<file path="src/rtl/draw_sprite.sv">
// draw_sprite: streams a 16x16 sprite from a synchronous ROM to the VGA plot port with screen clipping
module draw_sprite #(
  parameter int SCREEN_W = 160,
  parameter int SCREEN_H = 120,
  parameter logic [8:0] TRANSPARENT = 9'h1FF
) (
  input  logic       clock,
  input  logic       reset,
  input  logic       draw,
  input  logic [7:0] base_x,
  input  logic [6:0] base_y,
  input  logic [1:0] facing,
  output logic [9:0] rom_addr,
  input  logic [8:0] rom_data,
  output logic [7:0] x_out,
  output logic [6:0] y_out,
  output logic [8:0] colour,
  output logic       plot,
  output logic       done
);
  typedef enum logic [1:0] {S_IDLE, S_DRAW, S_FLUSH, S_DONE} state_t;
  localparam logic [8:0] XW = 9'(SCREEN_W);
  localparam logic [8:0] YH = 9'(SCREEN_H);
  state_t state;
  logic [7:0] bx;
  logic [6:0] by;
  logic [1:0] fac;
  logic [3:0] col, row, st_col, st_row;
  logic st_valid;
  logic [8:0] x_sum, y_sum;
  // sequencer: accepts a request, walks all 256 ROM addresses, then holds done until draw drops
  always_ff @(posedge clock or posedge reset)
    if (reset) begin
      state <= S_IDLE;
      bx <= '0;
      by <= '0;
      fac <= '0;
      col <= '0;
      row <= '0;
      st_col <= '0;
      st_row <= '0;
      st_valid <= 1'b0;
    end else begin
      st_valid <= state == S_DRAW && draw;
      st_col <= col;
      st_row <= row;
      case (state)
        S_IDLE: if (draw) begin
          bx <= base_x;
          by <= base_y;
          fac <= facing;
          col <= '0;
          row <= '0;
          state <= S_DRAW;
        end
        S_DRAW: if (!draw) state <= S_IDLE;
        else begin
          {row, col} <= {row, col} + 8'd1;
          if (&{row, col}) state <= S_FLUSH;
        end
        S_FLUSH: state <= draw ? S_DONE : S_IDLE;
        S_DONE: if (!draw) state <= S_IDLE;
        default: state <= S_IDLE;
      endcase
    end
  // plot stage: pairs the registered col/row with the ROM word that arrives one cycle after its address
  always_comb begin
    rom_addr = {fac, row, col};
    x_sum = {1'b0, bx} + {5'b0, st_col};
    y_sum = {2'b0, by} + {5'b0, st_row};
    x_out = x_sum[7:0];
    y_out = y_sum[6:0];
    colour = rom_data;
    plot = st_valid && rom_data != TRANSPARENT && x_sum < XW && y_sum < YH;
    done = state == S_DONE;
  end
endmodule

</file>
<file path="config.mk">
export PLATFORM = sky130hd
export DESIGN_NAME = draw_sprite
export DESIGN_NICKNAME = d
export VERILOG_FILES = /design/src/rtl/draw_sprite.sv
export SDC_FILE = /design/constraint.sdc
export NUM_CORES = 1
export LEC_CHECK = 0
export CORE_ASPECT_RATIO = 1.25
export CORE_UTILIZATION = 45
export CTS_CLUSTER_SIZE = 16
export DETAILED_ROUTE_END_ITERATION = 8
export PLACE_DENSITY = 0.86
export SLEW_MARGIN = 20
export SYNTH_ARGS = -nofsm -noshare
export SYNTH_HDL_FRONTEND = slang
export SYNTH_SLANG_ARGS = --single-unit
</file>
<file path="constraint.sdc">
create_clock -name clock -period 2.9 [get_ports clock]
set_input_delay 0.435 -clock clock [delete_from_list [all_inputs] [get_ports clock]]
set_output_delay 0.435 -clock clock [all_outputs]
set_load 0.01 [all_outputs]
</file>
==> qor.yml, run 1 <==
min_period_over_period: 0.976
io_buffers: 64
final_common_cell: "clkdlybuf4s50_1"
cts_max_level: 2
reg2reg_to: "bx[6]"
grt.total_usage: 0.185
areaGrowthSynthToFinish_pct: 41.1
worstSetupStartpointType: "register"
max_freq_mhz: 353
first_pass_iters: 4
grt_pass1_wl_um: 6080
fill_cells: 337
dr_wl_met3_um: 257
gp_congestion: 0.839
worstPathMaxFanout: 4
hold_path.class: "reg2reg"
power.density_nw_per_um2: 518
worst_hold_path.endpoint: "st_col[1]"
row_count: 26
worst_slew_pin_slew_ns: 0.450
tns_ns: 0
seq_area_frac_synth: 0.477
r2r-start: "state[1]"
slew_viol_final: 0
syn-num-nets: 220
met1_length_um: 1620
ir_worst_vdd_mv: 0.353
synth.avg_cell_area_um2: 10.5
syn_area_um2: 1890
place_inst: 290
clk_pin_slew_ns: 0.06
ios: 65
core_um2: 4070
cts_tree: "yes"
met2_length_um: 1930
reg2reg_slack_ns: 1.24
cts_hold_buf: 0
yosysWarnings: 0
cts_root_buffer: "clkbuf_8"
dieHeight_um: 74.4
grt_overflow: 0
hold_start: "col[1]"
mostFrequentLayoutCells: "62 x clkdlybuf4s50_1, 36 x dfrtp_1, 16 x nand2_1, 13 x inv_1"
status: "completed"
final_nets: 285
antenna_found_initial: 0
dpl.hpwl_um: 2880
clk_latency_ns: 0.28
grt_max_degree: 37
rr_worst_depth: 4
hold_viol: 0
start_util: 0.465
fin_cells: 301
finalCriticalPeriod_ns: 2.83
cp-end-kind: "primary output"
relSlewSlack: 0.700
synth.distinct_cells: 41
synthCells: 180
avgViaCountPerCell: 5.05
clock_path_buffers: 2
drive_gt1_frac: 0.106
routed.top_layer: "met4"
grt_pass1_vias: 1428
arrival_ns: 2.40
power_uw: 1380
post-route-util: 0.655
routed_wl_um: 3880
postRouteAntennaNets: 0
critPathKind: "reg2out"
drc_errors: 0
required_ns: 2.47
diodes: 0
clock_sinks: 36
die_area_um2: 4460
die_w_um: 60.0
clock_skew_ns: 0.00492
vias: 1521
cts_buffers: 5
ys_ff_latch: 36
power.leakage_uw: 0.00115
holdPathStages: 0
drt-wirelength-per-cell_um: 12.9
finalSetupViolCount: 0
drv_cap: 0
drt_iter0_drc: 34
critical path: stages (launching register included):
cell	delay, ns
dfrtp_1	0.38
ha_2	0.21
fa_2	0.39
a211oi_2	0.22
nor2_2	0.08
nor4bb_1	0.32
o21ai_1	0.09
and4_1	0.14
dlygate4sd2_1	0.28
power by group:
part           total [uW]  internal (uW)  switching (uW)  leakage, uW
logic                 442            257             185     0.000648
clock network         325            163             162    0.0000410
registers             613            558            54.9     0.000458
total                1380            978             402      0.00115
what timing repair did:
action	in CTS	in global routing
gates resized for setup	3	6
endpoints found under the setup margin	2	4
pin swaps	2	4
setup buffers	2	2
cell type report:
cell class	count	area [um^2]	share of cell area
clock buffer	6	72.6	0.0272
clock inverter	1	5.00	0.00188
inverter	13	48.8	0.0183
multi-input combinational	119	881	0.331
sequential	36	901	0.338
tap	56	70.1	0.0263
timing repair buffer	70	687	0.258
sequential cells by signal, indices dropped and copies added (netlist names):
register / flops
st_row: 4
state: 2
fac: 2
st_valid: 1
bx: 8
col: 4
st_col: 4
row: 4
by: 7
cells in the mapped netlist:
cell type   n  share of area
a211oi_1    2         0.0079
a21o_1      2         0.0079
a21oi_1     4          0.011
a21oi_2     2         0.0093
a22o_1      1         0.0046
a311o_1     1         0.0053
a31oi_1     1         0.0033
and2_1      1         0.0033
and4_1      1         0.0046
buf_2       1         0.0026
buf_4       9          0.036
clkbuf_1    2         0.0040
dfrtp_1    36           0.48
fa_1        2          0.021
ha_1        9          0.060
inv_1      13          0.026
mux2_1      8          0.048
mux2_2      4          0.024
mux2i_1     1         0.0053
nand2_1    16          0.032
nand2b_1    2         0.0066
nand3_1     9          0.024
nand3b_1    1         0.0040
nand4_1     4          0.013
nor2_1     10          0.020
nor2_2      1         0.0033
nor2b_1     1         0.0033
nor3_1      3         0.0079
nor4bb_1    1         0.0053
o21a_1      1         0.0040
o21ai_0     8          0.021
o21ai_1     4          0.011
o21bai_1    1         0.0040
o22ai_1     1         0.0033
o22ai_2     1         0.0066
o31a_1      1         0.0046
o31ai_1     1         0.0040
or2_1       1         0.0033
or4_1       1         0.0040
xnor2_1     8          0.037
xor2_1      4          0.019
kinds of logic after synthesis:
family                   synth area share
buffers and inverters              0.0682
XOR/XNOR                           0.0556
multiplexers                       0.0768
AND/OR/NAND/NOR                     0.134
AO/OA/AOI/OAI                       0.107
adder cells (fa/ha/maj)            0.0808
flip-flops                          0.477
stage by stage:
step | setup slack [ns] | instance area, um^2 | hold WS (ns)
after global placement | 0.116 | 2530 | 0.442
after detailed placement | 0.0425 | 2530 | 0.452
after global routing | -0.000868 | 2670 | 0.486
final | 0.0682 | 2670 | 0.464
after CTS | 0.0226 | 2630 | 0.469
after floorplan | 0.652 | 1890 | 0.465
layer usage:
metal  vias to the layer above  track usage
li1                        740            -
met1                       709        0.202
met2                        62        0.335
met3                        10       0.0487
met4                         0       0.0724
met5                         -            0
how the worst max path moves through the flow:
| stage | startpoint | to | slack [ns] | cells past startpoint |
|---|---|---|---|---|
| after CTS | bx[0] | plot | 0.02 | 8 |
| after global routing | st_col[0] | plot | -0.0009 | 8 |
| after detailed placement | bx[0] | plot | 0.04 | 8 |
| after floorplan | bx[0] | plot | 0.65 | 7 |
| final | st_col[0] | plot | 0.07 | 8 |
| after global placement | bx[0] | plot | 0.12 | 8 |
(Power assumes the default switching activity.)
==> run 2, diff against run 1 <==
--- a/config.mk
+++ b/config.mk
@@ -5,8 +5,9 @@
 export SDC_FILE = /design/constraint.sdc
 export NUM_CORES = 1
 export LEC_CHECK = 0
+export ABC_AREA = 1
 export CORE_ASPECT_RATIO = 1.25
-export CORE_UTILIZATION = 45
+export CORE_UTILIZATION = 46
 export CTS_CLUSTER_SIZE = 16
 export DETAILED_ROUTE_END_ITERATION = 8
 export PLACE_DENSITY = 0.86
==> qor.yml, run 2 <==
clock_path_buffers: 2  # unchanged
top_register: "bx"  # unchanged
cp_top_family: "adder cells"  # unchanged
ir_worst_vdd_mv: 0.360  # was 0.353 mV
drive_gt1_frac: 0.0753  # was 0.106
power_uw: 1330  # was 1380 uW
cts_tree: "yes"  # unchanged
synth.most_common_cell: "nand2_1"  # was dfrtp_1
grt_pass1_vias: 1749  # was 1428
grt.total_usage: 0.202  # was 0.185
seq_area_frac_synth: 0.446  # was 0.477
status: "completed"  # unchanged
synth.distinct_cells: 28  # was 41
post-route-util: 0.663  # was 0.655
grt_setup_unrepaired: "no"
synth_commonest_cells: "47 x nand2_1, 37 x inv_1, 36 x dfrtp_1, 20 x nand3_1, 16 x nor2_1"  # was 36 x dfrtp_1, 16 x nand2_1, 13 x inv_1, 10 x nor2_1
finalWorstSetupSlack_ns: 0.227  # was 0.0682 ns
reg2reg_slack_ns: 1.36  # was 1.24 ns
cts_max_level: 2  # unchanged
crit_buf_inv: 2  # was 1
ys_ff_latch: 36  # unchanged
syn-num-nets: 271  # was 220
row_count: 26  # unchanged
clk_latency_ns: 0.28  # about the same
worst_hold_path.endpoint: "st_row[2]"  # was st_col[1]
cts_root_buffer: "clkbuf_8"  # unchanged
postRouteAntennaNets: 0  # unchanged
max_freq_mhz: 374  # was 353 MHz
slowest_stage: "clkdlybuf4s50_1"  # was fa_2
cp-end-kind: "primary output"  # unchanged
grt_pass1_wl_um: 7210  # was 6080 um
dpl.hpwl_um: 3300  # was 2880 um
use_met3: 0.0492  # was 0.0487
required_ns: 2.47  # about the same
hold_slack_ns: 0.471  # was 0.464 ns
antenna_found_initial: 0  # unchanged
syn_area_um2: 2020  # was 1890 um^2
synth_edf_count: 0  # unchanged
power.leakage_uw: 0.00139  # was 0.00115 uW
io_buffers: 64  # unchanged
crit_chain: "ha_1 > fa_2 > nand3_1 > nand3_1 > nand3_1 > nand2_1 > inv_1 > clkdlybuf4s50_1"  # was ha_2 > fa_2 > a211oi_2 > nor2_2 > nor4bb_1 > o21ai_1 > and4_1 > dlygate4sd2_1
die_w_um: 61.3  # was 60.0 um
mostFrequentLayoutCells: "62 x clkdlybuf4s50_1, 47 x nand2_1, 37 x inv_1, 36 x dfrtp_1, 20 x nand3_1"  # was 62 x clkdlybuf4s50_1, 36 x dfrtp_1, 16 x nand2_1, 13 x inv_1
yosysWarnings: 0  # unchanged
synthTopCellsByArea: "dfrtp_1 45%, nand2_1 8.7%, inv_1 6.9%"  # was dfrtp_1 48%, ha_1 6.0%, mux2_1 4.8%
hold_path.class: "reg2reg"  # unchanged
ios: 65  # unchanged
relSlewSlack: 0.708  # was 0.700
diodes: 0  # unchanged
grtUsageMet1: 0.236  # was 0.202
areaGrowthSynthToFinish_pct: 36.5  # was 41.1%
clk_pin_slew_ns: 0.06  # about the same
drt-wirelength-per-cell_um: 12.0  # was 12.9 um
finalSetupViolCount: 0  # unchanged
gp_congestion: 0.843  # was 0.839
slew_viol_final: 0  # unchanged
hold_start: "row[2]"  # was col[1]
synth_top_area_cell: "dfrtp_1"  # unchanged
grt_util_met2: 0.349  # was 0.335
drc_errors: 0  # unchanged
grt_overflow: 0  # unchanged
synth_flop_cell: "dfrtp_1"  # unchanged
rr_worst_depth: 6  # was 4
arrival_ns: 2.24  # was 2.40 ns
holdPathStages: 0  # unchanged
cp_common_cell: "nand3_1"
largest_reg_flops: 8  # unchanged
avgViaCountPerCell: 5.04  # was 5.05
hold_viol: 0  # unchanged
finalCriticalPeriod_ns: 2.67  # was 2.83 ns
drv_cap: 0  # unchanged
power.density_nw_per_um2: 483  # was 518 nW/um^2
reg2reg_to: "state[0]"  # was bx[6]
top_regs: "bx: 8 flops, by: 7 flops"  # unchanged
worstPathMaxFanout: 3  # was 4
synthCells: 231  # was 180
die_area_um2: 4670  # was 4460 um^2
cts_buffers: 5  # unchanged
vias: 1753  # was 1521
clock_sinks: 36  # unchanged
worst_slew_pin_slew_ns: 0.438  # was 0.450 ns
drt_iter0_drc: 34  # unchanged
fill_cells: 362  # was 337
post-place-ws_ns: 0.276  # was 0.0425 ns
final_nets: 332  # was 285
core_um2: 4160  # was 4070 um^2
clock_skew_ns: 0.00433  # was 0.00492 ns
dieHeight_um: 76.1  # was 74.4 um
cts_hold_buf: 0  # unchanged
grt_max_degree: 37  # unchanged
routed_wl_um: 4180  # was 3880 um
start_util: 0.486  # was 0.465
min_period_over_period: 0.922  # was 0.976
r2r-start: "col[0]"  # was state[1]
final_common_cell: "clkdlybuf4s50_1"  # unchanged
synth.avg_cell_area_um2: 8.75  # was 10.5 um^2
tns_ns: 0  # unchanged
async_flop_share: 1.00  # unchanged
grt_busiest_layer: "met2"  # unchanged
worstSetupStartpointType: "register"  # unchanged
critPathKind: "reg2out"  # unchanged
yosysTopAreaCellShare: 0.446  # was 0.477
cpPeakStageDelay_ns: 0.52  # was 0.39 ns
first_pass_iters: 4  # unchanged
-- run 2: timing repair --
item	CTS	global route
buffers inserted	0	0
setup endpoints to repair	1	2
gates resized for setup	1	2
-- run 2: kinds of logic after synthesis --
logic type                 Yosys count  synth area share
and+or+nand+nor                     99             0.221
muxes                               11            0.0699
DFF                                 36             0.446
xor gates and xnor gates             5            0.0217
AOI/OAI and AO/OA                   21            0.0563
adders and majority gates           11            0.0755
buffers and inverters               48             0.110
-- run 2: worst max-delay path by stage --
| stage | startpoint | to | slack (ns) | cells past startpoint |
|---|---|---|---|---|
| floorplan | bx[0] | plot | 0.83 | 9 |
| global placement | bx[0] | plot | 0.31 | 10 |
| detailed placement | bx[0] | plot | 0.28 | 10 |
| CTS | by[0] | plot | 0.002 | 12 |
| global route | bx[0] | x_out[6] | 0.09 | 8 |
| finish | bx[0] | x_out[6] | 0.23 | 8 |
-- run 2: layout make-up --
cell class	count	area, um^2	share of cell area
inverters	37	139	0.0503
repair buffers	65	653	0.237
clock buffers	7	96.3	0.0349
multi-input cells	147	901	0.326
flip-flops and latches	36	901	0.326
well taps	56	70.1	0.0254
-- run 2: metal layers --
layer / wire length (um) / share of wire
met4: 39 / 0.0093
met2: 2190 / 0.53
met3: 284 / 0.068
met5: 0 / 0
met1: 1660 / 0.40
-- run 2: power by group --
group / switching, uW / total [uW] / internal [uW]
logic: 165 / 377 / 212
clock network: 158 / 369 / 211
registers: 41.3 / 588 / 546
total: 364 / 1330 / 969
-- run 2: stage by stage --
stage | area (um^2) | std cells
final | 2760 | 348
after global routing | 2760 | 348
after CTS | 2760 | 348
after detailed placement | 2660 | 341
after global placement | 2660 | 341
after floorplan | 2020 | 231
==> run 3, diff against run 2 <==
--- a/config.mk
+++ b/config.mk
@@ -10,6 +10,7 @@
 export CORE_UTILIZATION = 46
 export CTS_CLUSTER_SIZE = 16
 export DETAILED_ROUTE_END_ITERATION = 8
+export GPL_TIMING_DRIVEN = 0
 export PLACE_DENSITY = 0.86
 export SLEW_MARGIN = 20
 export SYNTH_ARGS = -nofsm -noshare
==> qor.yml, run 3 (synthesis results as in run 2) <==
first_pass_iters: 4  # unchanged
grt_pass1_vias: 1667  # was 1749
drt_iter0_drc: 50  # was 34
top_register: "bx"  # unchanged
mostFrequentLayoutCells: "62 x clkdlybuf4s50_1, 47 x nand2_1, 36 x inv_1, 36 x dfrtp_1, 20 x nand3_1"  # was 62 x clkdlybuf4s50_1, 47 x nand2_1, 37 x inv_1, 36 x dfrtp_1, 20 x nand3_1
die_w_um: 61.3  # unchanged
final_common_cell: "clkdlybuf4s50_1"  # unchanged
hold_slack_ns: 0.467  # was 0.471 ns
avgViaCountPerCell: 4.89  # was 5.04
crit_buf_inv: 2  # unchanged
power.leakage_uw: 0.00142  # was 0.00139 uW
hold_path.class: "reg2reg"  # unchanged
hold_viol: 0  # unchanged
ios: 65  # unchanged
finalCriticalPeriod_ns: 2.73  # was 2.67 ns
slowest_stage: "clkdlybuf4s50_1"  # unchanged
fin_cells: 359  # was 348
routed_wl_um: 4240  # was 4180 um
status: "completed"  # unchanged
dpl.hpwl_um: 3320  # was 3300 um
p_seq_frac: 0.422  # was 0.441
slew_viol_final: 0  # unchanged
place_inst: 351  # was 341
grt_pass1_wl_um: 7150  # was 7210 um
max_freq_mhz: 366  # was 374 MHz
critPathKind: "reg2out"  # unchanged
vias: 1755  # was 1753
clk_latency_ns: 0.28  # about the same
antenna_found_initial: 0  # unchanged
required_ns: 2.47  # about the same
crit_chain: "ha_1 > fa_2 > nand3_1 > nand3_1 > nand3_1 > nand2_1 > inv_1 > clkdlybuf4s50_1"  # unchanged
drc_errors: 0  # unchanged
clock_skew_ns: 0.00708  # was 0.00433 ns
power_uw: 1390  # was 1330 uW
ir_worst_vdd_mv: 0.364  # was 0.360 mV
worstSetupStartpointType: "register"  # unchanged
cts_root_buffer: "clkbuf_8"  # unchanged
reg2reg_slack_ns: 1.41  # was 1.36 ns
cts_max_level: 2  # unchanged
largest_reg_flops: 8  # unchanged
switching_power_uw: 373  # was 364 uW
grt_overflow: 0  # unchanged
clock_sinks: 36  # unchanged
p_clk_frac: 0.303  # was 0.277
finalSetupViolCount: 0  # unchanged
post-place-ws_ns: 0.228  # was 0.276 ns
drive_gt1_frac: 0.116  # was 0.0753
diodes: 0  # unchanged
die_area_um2: 4670  # unchanged
cts_buffers: 5  # unchanged
drv_cap: 0  # unchanged
cpPeakStageDelay_ns: 0.52  # about the same
tns_ns: 0  # unchanged
clock_path_buffers: 2  # unchanged
min_period_over_period: 0.942  # was 0.922
power.internal_uw: 1020  # was 969 uW
clk_pin_slew_ns: 0.07  # was 0.06 ns
areaGrowthSynthToFinish_pct: 40.9  # was 36.5%
grt_max_degree: 37  # unchanged
worst_slew_pin_slew_ns: 0.710  # was 0.438 ns
power.density_nw_per_um2: 489  # was 483 nW/um^2
pwr-share-comb: 0.276  # was 0.282
finalWorstSetupSlack_ns: 0.169  # was 0.227 ns
cp_common_cell: "nand3_1"  # unchanged
cp_top_family: "adder cells"  # unchanged
drt-wirelength-per-cell_um: 11.8  # was 12.0 um
cts_tree: "yes"  # unchanged
start_util: 0.486  # unchanged
cp-end-kind: "primary output"  # unchanged
row_count: 26  # unchanged
relSlewSlack: 0.526  # was 0.708
grt_setup_unrepaired: "no"  # unchanged
core_um2: 4160  # unchanged
grt.total_usage: 0.204  # was 0.202
postRouteAntennaNets: 0  # unchanged
arrival_ns: 2.30  # was 2.24 ns
top_regs: "bx: 8 flops, by: 7 flops"  # unchanged
dieHeight_um: 76.1  # unchanged
worstPathMaxFanout: 3  # unchanged
gp_congestion: 0.841  # was 0.843
swShare: 0.268  # was 0.273
final_nets: 342  # was 332
io_buffers: 64  # unchanged
==> run 3: area by class of cell <==
cell class,count,area [um^2]
multi-input cells,147,906
plain buffers,11,83.8
clock buffers,6,72.6
repair buffers,64,642
clock inverters,2,35.0
inverters,37,139
fillers,347,1320
flip-flops and latches,36,901
well taps,56,70.1
==> run 3: path summary, 6_finish.rpt <==
check | end | cells after the start | startpoint
setup / recovery | x_out[6] | 8 | bx[0]
max in group asynchronous | by[2] | 2 | reset
hold reg to reg | st_row[2] | 0 | row[2]
min in group asynchronous | fac[1] | 2 | reset
setup reg to reg | state[0] | 6 | col[1]
hold / removal | st_row[2] | 0 | row[2]
==> run 3: per-layer routing <==
metal	track usage	vias up	wire (um)
met5	0	-	0
met4	0.0568	0	50
met3	0.0560	7	275
met2	0.358	56	2240
met1	0.232	807	1670
li1	-	885	-
==> run 3: power by group through the flow <==
stage	clock network, uW	logic, uW	registers [uW]
after global placement	0	380	592
after floorplan	0	200	590
after global routing	453	424	593
after CTS	435	388	587
after detailed placement	0	388	596
final	421	384	587
==> run 3: timing repair <==
action	4_1_cts	5_1_grt
buffers inserted	0	0
resized for setup	2	4
pin swaps	0	0
setup endpoints to repair	1	2
hold buffers	0	0
==> run 3: stage by stage <==
step / area (um^2) / util
after floorplan: 2020 / -
after global placement: 2730 / 0.656
final: 2850 / 0.684
after detailed placement: 2730 / 0.656
after CTS: 2840 / 0.682
after global routing: 2850 / 0.684
==> RTL change 1: new RTL, config.mk and constraints of run 1 <==
The 4 states of `state_t` get a Gray code encoding in 2 bits.
--- a/src/rtl/draw_sprite.sv
+++ b/src/rtl/draw_sprite.sv
@@ -20,3 +20,3 @@
 );
-  typedef enum logic [1:0] {S_IDLE, S_DRAW, S_FLUSH, S_DONE} state_t;
+  typedef enum logic [1:0] {S_IDLE = 2'b00, S_DRAW = 2'b01, S_FLUSH = 2'b11, S_DONE = 2'b10} state_t;
   localparam logic [8:0] XW = 9'(SCREEN_W);
Function: same outputs for any inputs over 10 cycles, from zero or initial values and one cycle with reset high; not proved beyond that.
==> RTL change 1 against run 1 <==
  * Design area rose by 1.4%
  * Sequential cell count did not move
  * Count of clock-buffer cells in the layout did not move
  * Hold slack improved by 3.6 ps
  * Synthesized area rose by 0.79%
  * Sequential share of layout area fell by 0.47 points
  * Wire length rose by 9.7%
  * Worst setup slack improved by 13 ps
  * Total power rose by 6.8%
  * Synthesized cell count rose by 0.56%
  * Critical path type unchanged
  * Critical endpoint is now x_out[6]
  * Largest cell class is now multi-input gates
==> RTL change 1: results (changes against run 1) <==
[global_route]
grt_util_met3_pct = 4.12  ; -0.75 points
antenna_found_initial = 0  ; unchanged
use_met1_pct = 20.7  ; +0.42 points
grt_max_degree = 37  ; unchanged
grtUsageTotal_pct = 19.2  ; +0.76 points
grt_pass1_vias = 1485  ; +4.0%
use_met2_pct = 33.9  ; +0.49 points
grt_pass1_wl_um = 6250  ; +2.8%

[critical_path]
rr_worst_depth = 4  ; unchanged
path_delay_family = buffers and inverters
worstPathMaxFanout = 4  ; unchanged
slowest_delay_ps = 560  ; +170 ps
reg2reg_to = by[2]
arrival_ps = 2380  ; -20 ps
critPathCaptureType = output port
crit_end = x_out[6]
r2r-start = state[1]
crit_start = bx[0]
crit_slowest_cell = clkdlybuf4s50_1
reg2reg_slack_ps = 1160  ; -80 ps

[cts]
clockBufferDepth = 2  ; unchanged
htreeDepth = 2  ; unchanged
cts_root_buf = clkbuf_8
clk_latency_ps = 290
clkTransAtPathRegs_ps = 70
numCtsBuffers = 5  ; unchanged

[route]
routed-via-count = 1606  ; +5.6%
wirelength_um = 4250  ; +9.7%
drt-pass1-iter-count = 4  ; unchanged
drtIter0Drc = 49  ; +44%

[sta]
timing_hold_violations_final = 0  ; unchanged
max_slew_margin_pct = 68.2  ; -1.8 points
clock.fmax_mhz = 355  ; +0.46%
skew_ps = 4.19  ; -0.734 ps

[synth]
async_reset_ff_share_pct = 100  ; unchanged
synth_area_leaders = dfrtp_1 (47%), ha_1 (5.9%), mux2_1 (5.9%)
synth_cell_types = 37  ; -9.8%
synthTopCellsByCount = dfrtp_1 (36), nand2_1 (19), inv_1 (11)
syn-num-nets = 221  ; +0.45%
synth_flop_cell = dfrtp_1
ys_warn_count = 0  ; unchanged
ys_seq_area_share_pct = 47.3  ; -0.38 points

[placement]
preCtsSetupSlack_ps = -14.1  ; -56.6 ps
gp_congestion = 0.816  ; -2.8%
portBuffers = 64  ; unchanged
dpl.hpwl_um = 3090  ; +7.0%

[status]
status = finished clean

[finish]
largest-register = bx
drive_gt1_share_pct = 9.84  ; -0.78 points
nNetsFinal = 283  ; -0.70%
antennaDiodeCount = 0  ; unchanged
largestRegisters = bx (8), by (7)

[min_path]
min_path_type = flip-flop to flip-flop

[power]
leakage_uw = 0.00119  ; +3.7%
ir_drop_mv = 0.324  ; -8.2%

-- RTL change 1: cell types whose count changed after synthesis, sizes merged, moves of 2 or more --
cell and delta:
nor2 -3, nor2b +2, o21ai -3, a21o +2, a22o +3, nand2 +3
-- RTL change 1: worst min-delay path by stage --
stage            from        end  cells after the start
2_1_floorplan  row[3]  st_row[3]                      0
3_3_place_gp   row[3]  st_row[3]                      0
3_5_place_dp   row[3]  st_row[3]                      0
4_1_cts        row[3]  st_row[3]                      0
5_1_grt        row[3]  st_row[3]                      0
6_report       row[3]  st_row[3]                      0
-- RTL change 1: layout make-up --
class	count	area (µm²)
Clock buffer	6	72.6
Clock inverter	2	35.0
Fill cell	334	1360
Inverter	12	45.0
Multi-Input combinational cell	120	906
Sequential cell	36	901
Tap cell	56	70.1
Timing Repair Buffer	68	673
-- RTL change 1: power by group --
group | switching, µW | internal [µW]
combinational | 182 | 249
clock | 173 | 255
sequential | 60.0 | 555
-- RTL change 1: kinds of logic after synthesis --
kind of cell,count (synthesis),share of synthesized area (%)
AOI/OAI and AO/OA,32,11.6
xor gates and xnor gates,10,4.60
adders and majority gates,11,8.02
buffers and inverters,25,6.83
DFF,36,47.3
muxes,13,7.69
and+or+nand+nor,54,13.9
-- RTL change 1: stage by stage --
step / hold slack, ps / cells / utilization (%) / area [µm²] / TNS, ps
floorplan: 465 / 181 / - / 1900 / 0
global placement: 450 / 290 / 62.6 / 2540 / 0
detailed placement: 455 / 290 / 62.6 / 2540 / -14.1
CTS: 476 / 299 / 65.6 / 2670 / 0
global route: 498 / 300 / 66.5 / 2700 / 0
finish: 467 / 300 / 66.5 / 2700 / 0
-- RTL change 1: repair_timing --
action | 4_1_cts | 5_1_grt
pin swaps | 3 | 6
setup endpoints to repair | 2 | 5
gates resized for setup | 4 | 7
setup buffers | 1 | 1
hold buffers | 0 | 0
gates cloned | 0 | 0
-- RTL change 1: per-layer routing --
metal	vias to the layer above	wire length (µm)
li1	748	-
met1	775	1610
met2	68	2250
met3	15	277
met4	0	114
met5	-	0
==> RTL change 2: new RTL, flow settings as in run 1 <==
Without the edit above. `SCREEN_H`: 120 -> 60.
--- a/src/rtl/draw_sprite.sv
+++ b/src/rtl/draw_sprite.sv
@@ -3,3 +3,3 @@
   parameter int SCREEN_W = 160,
-  parameter int SCREEN_H = 120,
+  parameter int SCREEN_H = 60,
   parameter logic [8:0] TRANSPARENT = 9'h1FF
Check against the original RTL: not equivalent (a bounded check fails within 4 cycles, from zero or initial values and one cycle with reset high).
==> RTL change 2 against run 1 <==
  * Total power rose by 2.0%
  * Design area is 2.6% higher
  * Synthesized area up 5.2%
  * Wire length is 8.2% higher
  * Sequential cell count unchanged
  * Worst setup slack improved by 57 ps
  * Critical path type unchanged
  * Sequential power is essentially flat
  * Register-to-register slack improved by 70 ps
  * Global-route usage is 1.5 points higher
==> RTL change 2: results (changes against run 1) <==
[sta]
skew_ps = 6.77  ; +1.85 ps
max_slew_margin_pct = 65.3  ; -4.7 points
finalSetupViolations = 0  ; unchanged

[power]
ir_drop_mv = 0.322  ; -8.7%
leakage_uw = 0.00123  ; +7.5%

[finish]
antennaDiodeCount = 0  ; unchanged
fillers = 346  ; +2.7%
largestRegisters = bx (8), by (7)
drive_gt1_share_pct = 14.0  ; +3.4 points
layout.cells.non_filler = 299  ; -0.66%
nNetsFinal = 283  ; -0.70%
final_util_pct = 65.7  ; +0.15 points

[critical_path]
arrival_ps = 2340  ; -60 ps
crit_slowest_cell = fa_1
worstPathMaxFanout = 2  ; -2
slowest_delay_ps = 420  ; +30 ps
rr_worst_depth = 3  ; -1

[cts]
clkTransAtPathRegs_ps = 70
htreeDepth = 2  ; unchanged
cts_root_buf = clkbuf_8
cts_setup_buffers = 0  ; -2
clockBufferDepth = 2  ; unchanged
numCtsBuffers = 5  ; unchanged
clk_latency_ps = 290

[synth]
synthTopCellsByCount = dfrtp_1 (36), nand2_1 (16), mux2_2 (15)
synth_cell_types = 43  ; +4.9%
syn_avg_cell_area_um2 = 11.0  ; +4.6%
ys_warn_count = 0  ; unchanged
async_reset_ff_share_pct = 100  ; unchanged
synth_area_leaders = dfrtp_1 (45%), mux2_2 (8.5%), ha_1 (5.7%)
ys_seq_area_share_pct = 45.3  ; -2.3 points
syn-num-nets = 221  ; +0.45%

[global_route]
grtUsageTotal_pct = 19.9  ; +1.5 points
grt_pass1_vias = 1535  ; +7.5%
grt_max_degree = 37  ; unchanged
grt_pass1_wl_um = 6930  ; +14%
antenna_found_initial = 0  ; unchanged

[placement]
portBuffers = 64  ; unchanged
preCtsSetupSlack_ps = 37.8  ; -4.71 ps
gp_congestion = 0.828  ; -1.4%
dp.cells = 292  ; +0.69%
dpl.hpwl_um = 3090  ; +7.1%
placed_cell_area_mm2 = 0.00264  ; +4.0%

[min_path]
whs_path_depth = 0  ; unchanged
min_path_type = flip-flop to flip-flop

[status]
status = finished clean

[route]
drt-pass1-iter-count = 4  ; unchanged
wire_per_inst_um = 14.0  ; +8.9%
drtIter0Drc = 37  ; +8.8%
viasPerCell = 5.15  ; +1.9%

==> RTL change 2: final timing paths <==
kind	from	end	slack, ps
min in group asynchronous	reset	bx[0]	560
min reg2reg	row[3]	st_row[3]	460
min	row[3]	st_row[3]	460
max reg2reg	state[1]	bx[2]	1310
max in group asynchronous	reset	st_valid	2030
max	by[0]	plot	120
==> RTL change 2: final cells by class <==
type                            instances  area share (%)
Clock buffer                            7            3.52
Inverter                                8            1.10
Multi-Input combinational cell        125            35.7
Sequential cell                        36            32.9
Tap cell                               56            2.56
Timing Repair Buffer                   67            24.2
==> RTL change 2: layer usage <==
metal | GRT usage, % | part of all wire, %
met5 | 0 | 0
met4 | 8.44 | 2.2
met3 | 6.28 | 4.6
met2 | 31.7 | 50
met1 | 24.3 | 43
==> RTL change 2: what timing repair did <==
action	CTS	global route
hold buffers	0	0
resized for setup	5	4
pin swaps	0	0
endpoints found under the setup margin	3	4
==> RTL change 2: kinds of logic (layout without fill, tap and decap cells) <==
family                     after synthesis  after routing  share of synthesized area [%]
and+or+nand+nor                         50             50                           13.5
AOI/OAI and AO/OA                       37             37                           13.9
DFF                                     36             36                           45.3
buffers and inverters                   20             82                           5.73
muxes                                   16             16                           9.07
adders and majority gates               11             11                           7.68
xor gates and xnor gates                11             11                           4.85
==> RTL change 2: critical path: cells and delay by family (launching register included) <==
kind                     cells  cell delay (ps)
flip-flops                   1              380
XOR/XNOR                     1              150
AND/OR/NAND/NOR              2              270
buffers and inverters        1              170
adder cells (fa/ha/maj)      2              680
AO/OA/AOI/OAI                2              420
==> RTL change 2: power breakdown <==
part	total [µW]	internal (µW)	switching (µW)
Sequential	612	554	57.5
Clock	382	211	171
Combinational	413	239	175
